===== src/rtl/throw_timer.sv =====
// Per-throw countdown timer: counts down START_SECS on one-second ticks, drives
// two active-low 7-segment digits, and flags timeout / tick-generator restart.
module throw_timer #(
    parameter int START_SECS = 10
) (
    input  logic       CLOCK_50,
    input  logic       reset,
    input  logic       sec_tick,
    input  logic       start,
    input  logic       pause,
    input  logic       throw_done,
    output logic [5:0] secs_left,
    output logic [6:0] HEX1,
    output logic [6:0] HEX0,
    output logic       running,
    output logic       timeout,
    output logic       tick_restart
);

    localparam logic [5:0] START_V = 6'(START_SECS);

    typedef enum logic [2:0] {
        ST_IDLE    = 3'd0,
        ST_RUN     = 3'd1,
        ST_PAUSE   = 3'd2,
        ST_HOLD    = 3'd3,
        ST_EXPIRED = 3'd4
    } state_t;

    state_t     state_r;
    logic [5:0] secs_r;
    logic       running_r;
    logic       timeout_r;
    logic       tick_restart_r;
    logic [3:0] tens_s;
    logic [3:0] ones_s;
    logic [5:0] ones_wide_s;

    // Tens digit of a 0..59 value by range compare, avoiding a divider.
    function automatic logic [3:0] tens_of(input logic [5:0] v);
        logic [3:0] t;
        if (v >= 6'd50) begin
            t = 4'd5;
        end else if (v >= 6'd40) begin
            t = 4'd4;
        end else if (v >= 6'd30) begin
            t = 4'd3;
        end else if (v >= 6'd20) begin
            t = 4'd2;
        end else if (v >= 6'd10) begin
            t = 4'd1;
        end else begin
            t = 4'd0;
        end
        return t;
    endfunction

    // Active-low segment pattern, bit6..bit0 = g..a; non-digits blank.
    function automatic logic [6:0] seg_of(input logic [3:0] d);
        logic [6:0] s;
        case (d)
            4'd0:    s = 7'b1000000;
            4'd1:    s = 7'b1111001;
            4'd2:    s = 7'b0100100;
            4'd3:    s = 7'b0110000;
            4'd4:    s = 7'b0011001;
            4'd5:    s = 7'b0010010;
            4'd6:    s = 7'b0000010;
            4'd7:    s = 7'b1111000;
            4'd8:    s = 7'b0000000;
            4'd9:    s = 7'b0010000;
            default: s = 7'b1111111;
        endcase
        return s;
    endfunction

    // Countdown state machine; start overrides every other event in the cycle.
    always_ff @(posedge CLOCK_50 or posedge reset) begin
        if (reset) begin
            state_r        <= ST_IDLE;
            secs_r         <= START_V;
            running_r      <= 1'b0;
            timeout_r      <= 1'b0;
            tick_restart_r <= 1'b0;
        end else begin
            timeout_r      <= 1'b0;
            tick_restart_r <= 1'b0;
            if (start) begin
                state_r        <= ST_RUN;
                secs_r         <= START_V;
                running_r      <= 1'b1;
                tick_restart_r <= 1'b1;
            end else begin
                case (state_r)
                    ST_RUN: begin
                        if (throw_done) begin
                            state_r   <= ST_HOLD;
                            running_r <= 1'b0;
                        end else if (pause) begin
                            state_r   <= ST_PAUSE;
                            running_r <= 1'b0;
                        end else if (sec_tick) begin
                            if (secs_r > 6'd1) begin
                                secs_r <= secs_r - 6'd1;
                            end else begin
                                secs_r    <= 6'd0;
                                state_r   <= ST_EXPIRED;
                                running_r <= 1'b0;
                                timeout_r <= 1'b1;
                            end
                        end else begin
                            secs_r <= secs_r;
                        end
                    end
                    ST_PAUSE: begin
                        if (throw_done) begin
                            state_r <= ST_HOLD;
                        end else if (!pause) begin
                            // Resume keeps the partial second; no tick restart.
                            state_r   <= ST_RUN;
                            running_r <= 1'b1;
                        end else begin
                            state_r <= ST_PAUSE;
                        end
                    end
                    ST_IDLE, ST_HOLD, ST_EXPIRED: begin
                        state_r <= state_r;
                    end
                    default: begin
                        state_r   <= ST_IDLE;
                        secs_r    <= START_V;
                        running_r <= 1'b0;
                    end
                endcase
            end
        end
    end

    // BCD split and segment decode of the registered count.
    always_comb begin
        tens_s      = tens_of(secs_r);
        ones_wide_s = secs_r - (6'(tens_s) * 6'd10);
        ones_s      = ones_wide_s[3:0];
    end

    assign secs_left    = secs_r;
    assign HEX1         = seg_of(tens_s);
    assign HEX0         = seg_of(ones_s);
    assign running      = running_r;
    assign timeout      = timeout_r;
    assign tick_restart = tick_restart_r;

endmodule


===== config.mk =====
export PLATFORM = sky130hd
export DESIGN_NAME = throw_timer
export DESIGN_NICKNAME = d
export VERILOG_FILES = /design/src/rtl/throw_timer.sv
export SDC_FILE = /design/constraint.sdc
export NUM_CORES = 1
export LEC_CHECK = 0
export ABC_AREA = 1
export CAP_MARGIN = 20
export CORE_MARGIN = 4
export CORE_UTILIZATION = 25
export CTS_CLUSTER_DIAMETER = 120
export CTS_CLUSTER_SIZE = 10
export DETAILED_ROUTE_END_ITERATION = 8
export MAX_ROUTING_LAYER = met4
export SETUP_SLACK_MARGIN = 0.2
export SYNTH_ARGS = -nofsm -noshare
export SYNTH_HDL_FRONTEND = slang
export SYNTH_SLANG_ARGS = --single-unit
export TNS_END_PERCENT = 5

===== constraint.sdc =====
create_clock -name CLOCK_50 -period 10.2 [get_ports CLOCK_50]
set_input_delay 3.06 -clock CLOCK_50 [delete_from_list [all_inputs] [get_ports CLOCK_50]]
set_output_delay 3.06 -clock CLOCK_50 [all_outputs]
set_load 0.1 [all_outputs]

Word level (Yosys, flattened, before mapping)
Memory sizes are Yosys's and may differ from the RTL's. Cells that the tools add are included.

Bits in registers: 12. ROM bits: 224. Input port bits: 6. Output and inout bits: 23. Logic and storage cells: 69. Memories kept: 2.

Add/subtract/negate cells: 2. Multiply operators: 1. Order comparisons: 6. Eq/ne operators: 13. Mux-type cells: 34. Reductions and logical operators: 6.

Memory list: (name not given) (words 16, bits a word 7, read ports 1, clocked after memory_dff 0, write ports 0, line 61) `case (d)`; (name not given) (words 16, bits a word 7, read ports 1, clocked after memory_dff 0, write ports 0, line 61).

Operators by type and width (number): $mux 6 (5); $mux 3 (7); $mux 1 (15); $ne 3x3->1 const B (5); $ge 6x5->1 const B (2); $ge 6x6->1 const B (2); $pmux 6 s2 (1); $ne 5x5->1 const B (2); $pmux 3 s3 (1); $mux 2 (4); $eq 3x2->1 const B (2); $ge 6x4->1 const B (1); $gt 6x1->1 const B (1); $sub 6x1->6 const B (1); $reduce_and 5->1 (1); $reduce_and 4->1 (1); $reduce_or 4->1 (1); $sub 4x4->4 (1); $eq 3x1->1 const B (1); $eq 3x3->1 const B (1); $logic_not 3->1 (1); $mul 3x3->3 const B (1); $pmux 1 s3 (1); $reduce_and 3->1 (1); other kinds (3) (3).

Logic depth before layout (Yosys ltp)
An unclocked memory read counts as a cell.

Depth in word-level cells: 9. Depth in mapped cells: 17. Depth with buffers taken out: 16.

Worst setup path before layout
OpenSTA, ideal clock, no wires.

Path kind: register -> output. Start: register secs_r[0], in the netlist secs_left[0]. End: output HEX1[3]. Arrival: 4.491 ns. Data required time: 7.140 ns. Path slack: 2.649 ns. Stages on the path, launching flop included: 10. Path buffers: 0. Cell sequence: dfrtp_1 inv_1 ha_1 inv_1 nand3_1 nand3_1 nand2_1 inv_2 ha_1 o21ai_0.

Word-level cells in the longest chain between the ends: 7. Elaborated cells between the ends (all ways): 11. Classes of those cells: order compare: 5; mux: 5; memory: 1.

RTL lines: start, declared (line 31) `logic [5:0] secs_r;`; start signal, assigned (line 104) `secs_r <= secs_r - 6'd1;`; start signal, assigned (line 112) `secs_r <= secs_r;`; $ge 6x4->1 (line 50) `end else if (v >= 6'd10) begin`; $mux 1 (line 50); $mux 2 (line 48) `end else if (v >= 6'd20) begin`; $mux 2 (line 46) `end else if (v >= 6'd30) begin`; $mux 3 (line 44) `end else if (v >= 6'd40) begin`; $mux 3 * (line 42) `if (v >= 6'd50) begin`; $mem_v2 16x7 *; end, declared (line 13) `output logic [6:0] HEX1,`.

Mark *: on every way between the ends. The rest lies on a longest branch, timed or not.

Final worst setup path
Start: register secs_r[0], in the netlist secs_left[0]. End: output HEX0[2].

Word-level cells in the longest chain between the ends: 9. Elaborated cells between the ends (all ways): 13. Classes of those cells: add/sub: 1; mul: 1; order compare: 5; mux: 5; memory: 1.

RTL lines: $ge 6x4->1 (line 50); $mux 1 (line 50); $mux 2 (line 48); $mux 2 (line 46); $mux 3 (line 44); $mux 3 (line 42); $mul 3x3->3 (line 142) `ones_wide_s = secs_r - (6'(tens_s) * 6'd10);`; $sub 4x4->4 * (line 142); $mem_v2 16x7 *; end, declared (line 14) `output logic [6:0] HEX0,`.

Marks and branches as above.

==> flow_metrics.tcl <==
set metrics [dict create \
    ys_seq_elements 12 \
    antenna_found_initial 0 \
    fin_nets 242 \
    rsz0062_at_grt "no" \
    clockBufferDepth 2 \
    initial_utilization_pct 26.64 \
    critPathSlowestCell "clkdlybuf4s50_1" \
    post_cts.repair.setup_buffers 0 \
    rr_startpoint "secs_left[0]$_DFFE_PP0P_" \
    synth_top_family_by_area "simple AND/OR/NAND/NOR gates" \
    syn_avg_cell_area_um2 6.915 \
    grt_max_degree 13 \
    clkTransAtPathRegs_ns 0.05 \
    ant_nets 0 \
    yosysWarnings 0 \
    synth_mux_area_share_pct 0 \
    drive_gt1_share_pct 14.29 \
    synth-compound-area-share_pct 10.49 \
    die-width_um 80.11 \
    worst_setup_path_end_kind "primary output" \
    synth_top_area_cell "dfrtp_1" \
    post-route-min-period_ns 7.059 \
    clock_latency_ns 0.23 \
    hp-start "state_r[1]$_DFFE_PP0P_" \
    core_area_um2 4880 \
    cts_sinks 12 \
    reg2reg_depth 11 \
    synth_edf_count 0 \
    criticalPathCategory "flop to primary output" \
    ys_top_cells_by_area "dfrtp_1, nand2_1, ha_1" \
    period_share_pct 69.20 \
    yosysMostFrequentCell "nand2_1" \
    die_y_um 80.11 \
    cts_tree "done" \
    grt_usage_pct 9.281 \
    finalClockSkew_ns 0.001884 \
    area_growth_syn_to_layout_pct 29.45 \
    boundaryPins 29 \
    drt_pass1_iterations 4 \
    synthSimpleGateAreaFrac_pct 37.05 \
    critPathMaxStageDelay_ns 1.12 \
    syn_nets 211 \
    synth-xor-area-share_pct 1.347 \
    post_cts_resized 0 \
    diodes 0 \
    worst_slew_margin_rel_pct 34.70 \
    crit_start "secs_left[0]$_DFFE_PP0P_" \
    r2r_slack_ns 8.38 \
    ctsHoldBuffers 0 \
    rows 25 \
    routed_wirelength_um 2709 \
    maxCapViolations 0 \
    finalSetupViolations 0 \
    dp_hpwl_um 2260 \
    synth_ff_type "dfrtp_1" \
    syn_area_um2 1300 \
    grt_pass1_vias 1095 \
    seq_area_frac_synth_pct 23.29 \
    hold_end "state_r[1]$_DFFE_PP0P_" \
    synth-adder-area-share_pct 16.94 \
    slew_violations 0 \
    critPathArrivalTime_ns 4.00 \
    portBuffers 28 \
    crit_required_ns 7.14 \
    vias 1186 \
    async_flop_share_pct 100.0 \
    synth_top_cell_area_share_pct 19.25 \
    dieArea_um2 6418 \
    wl_per_cell_um 9.539 \
    layout_setup_ws_ns 3.141 \
    cts_root_buf "clkbuf_8" \
    crit_path_frequent_cell "inv_1" \
    cp-start-kind "flop" \
    gp_congestion 0.7792 \
    synthTopCellsByCount "nand2_1, inv_1, ha_1" \
    r2r-end "running$_DFFE_PP0P_" \
    synth.distinct_cells 28 \
    tightest_slew_ns 0.9764 \
    worstHoldPathType "flop to flop" \
    grt_overflow 0 \
    tns_ns 0 \
    drt_iter0_drc 37 \
    hold_viol 0 \
    vias_per_cell 4.176 \
    ctsHtreeMaxLevel 1 \
    grt_pass1_wl_um 4816 \
    path_max_fanout 9 \
    postSynthCellCount 188 \
    hold-path-cell-count 2 \
    dp_slack_ns 3.353 \
    route.detailed.drc 0 \
    cp_cell_sequence "inv_1, ha_1, inv_1, nand3_1, nand3_1, nand2_1, ha_1, fa_1, xor2_1, inv_1, nand2_4, nand3_4, nand2_1, clkdlybuf4s50_1" \
    cts_buffers 3 \
    outcome "finished, final reports clean" \
    max_freq_mhz 141.7 \
]
[cell usage in the layout, fill, tap and decap left out, types with 4 or more instances in the layout]
cell             count
o21ai_0             15
nand2_1             57
dfrtp_1             10
nor2_1              15
inv_1               22
clkdlybuf4s50_1     28
nor2_2               4
nand3_1             11
inv_2                8
ha_1                16
[through the flow]
step / hold slack, ns / instances / instance area (µm²) / utilization, %
after CTS: 0.5368 / 284 / 1683 / 34.49
final: 0.5290 / 284 / 1683 / 34.49
after global placement: 0.5065 / 281 / 1642 / 33.64
after floorplan: 0.4843 / 188 / 1300 / -
after detailed placement: 0.5250 / 281 / 1642 / 33.64
after global routing: 0.5674 / 284 / 1683 / 34.49
[kinds of logic (layout without fill, tap and decap cells)]
logic type	count (synthesis)	count (layout)
buffers and inverters	33	62
AND/OR/NAND/NOR	101	101
AO/OA/AOI/OAI	23	23
adder cells (fa/ha/maj)	17	17
flip-flops	12	12
XOR/XNOR	2	2
[how the worst max path moves through the flow]
stage                     depth (start not counted)  slack [ns]      end
after floorplan                                   9        2.65  HEX1[3]
after global placement                           14        3.45  HEX0[2]
after detailed placement                         14        3.35  HEX0[2]
after CTS                                        14        3.09  HEX0[2]
after global routing                             14        2.83  HEX0[0]
final                                            14        3.14  HEX0[2]
[registers in the layout, summed over array words and instances (netlist names)]
| register | flops |
|---|---|
| tick_restart | 1 |
| secs_left | 6 |
| running | 1 |
| timeout | 1 |
| state_r | 3 |
[area by class of cell]
class	instances	area (µm²)
Fill cell	548	3197
Multi-Input combinational cell	143	855.8
Sequential cell	12	302.8
Timing Repair Buffer	28	280.3
Inverter	31	118.9
Tap cell	67	83.83
Clock buffer	3	41.29
[worst max-delay path, delay by kind of cell, from the launching register on]
kind	cells	cell delay (ns)
buffers and inverters	4	1.49
adders and majority gates	3	0.83
and+or+nand+nor	6	0.70
DFF	1	0.46
xor gates and xnor gates	1	0.28
[routing by layer]
layer	global-route usage (%)	wire length, µm	share of wire (%)
met5	-	0	0
met2	14.65	1190	44
met4	2.027	7	0.26
met3	1.457	159	5.9
met1	12.54	1351	50
Power is not shown: default switching activity piles up to over one toggle a cycle in this logic, so the estimate is an artifact.
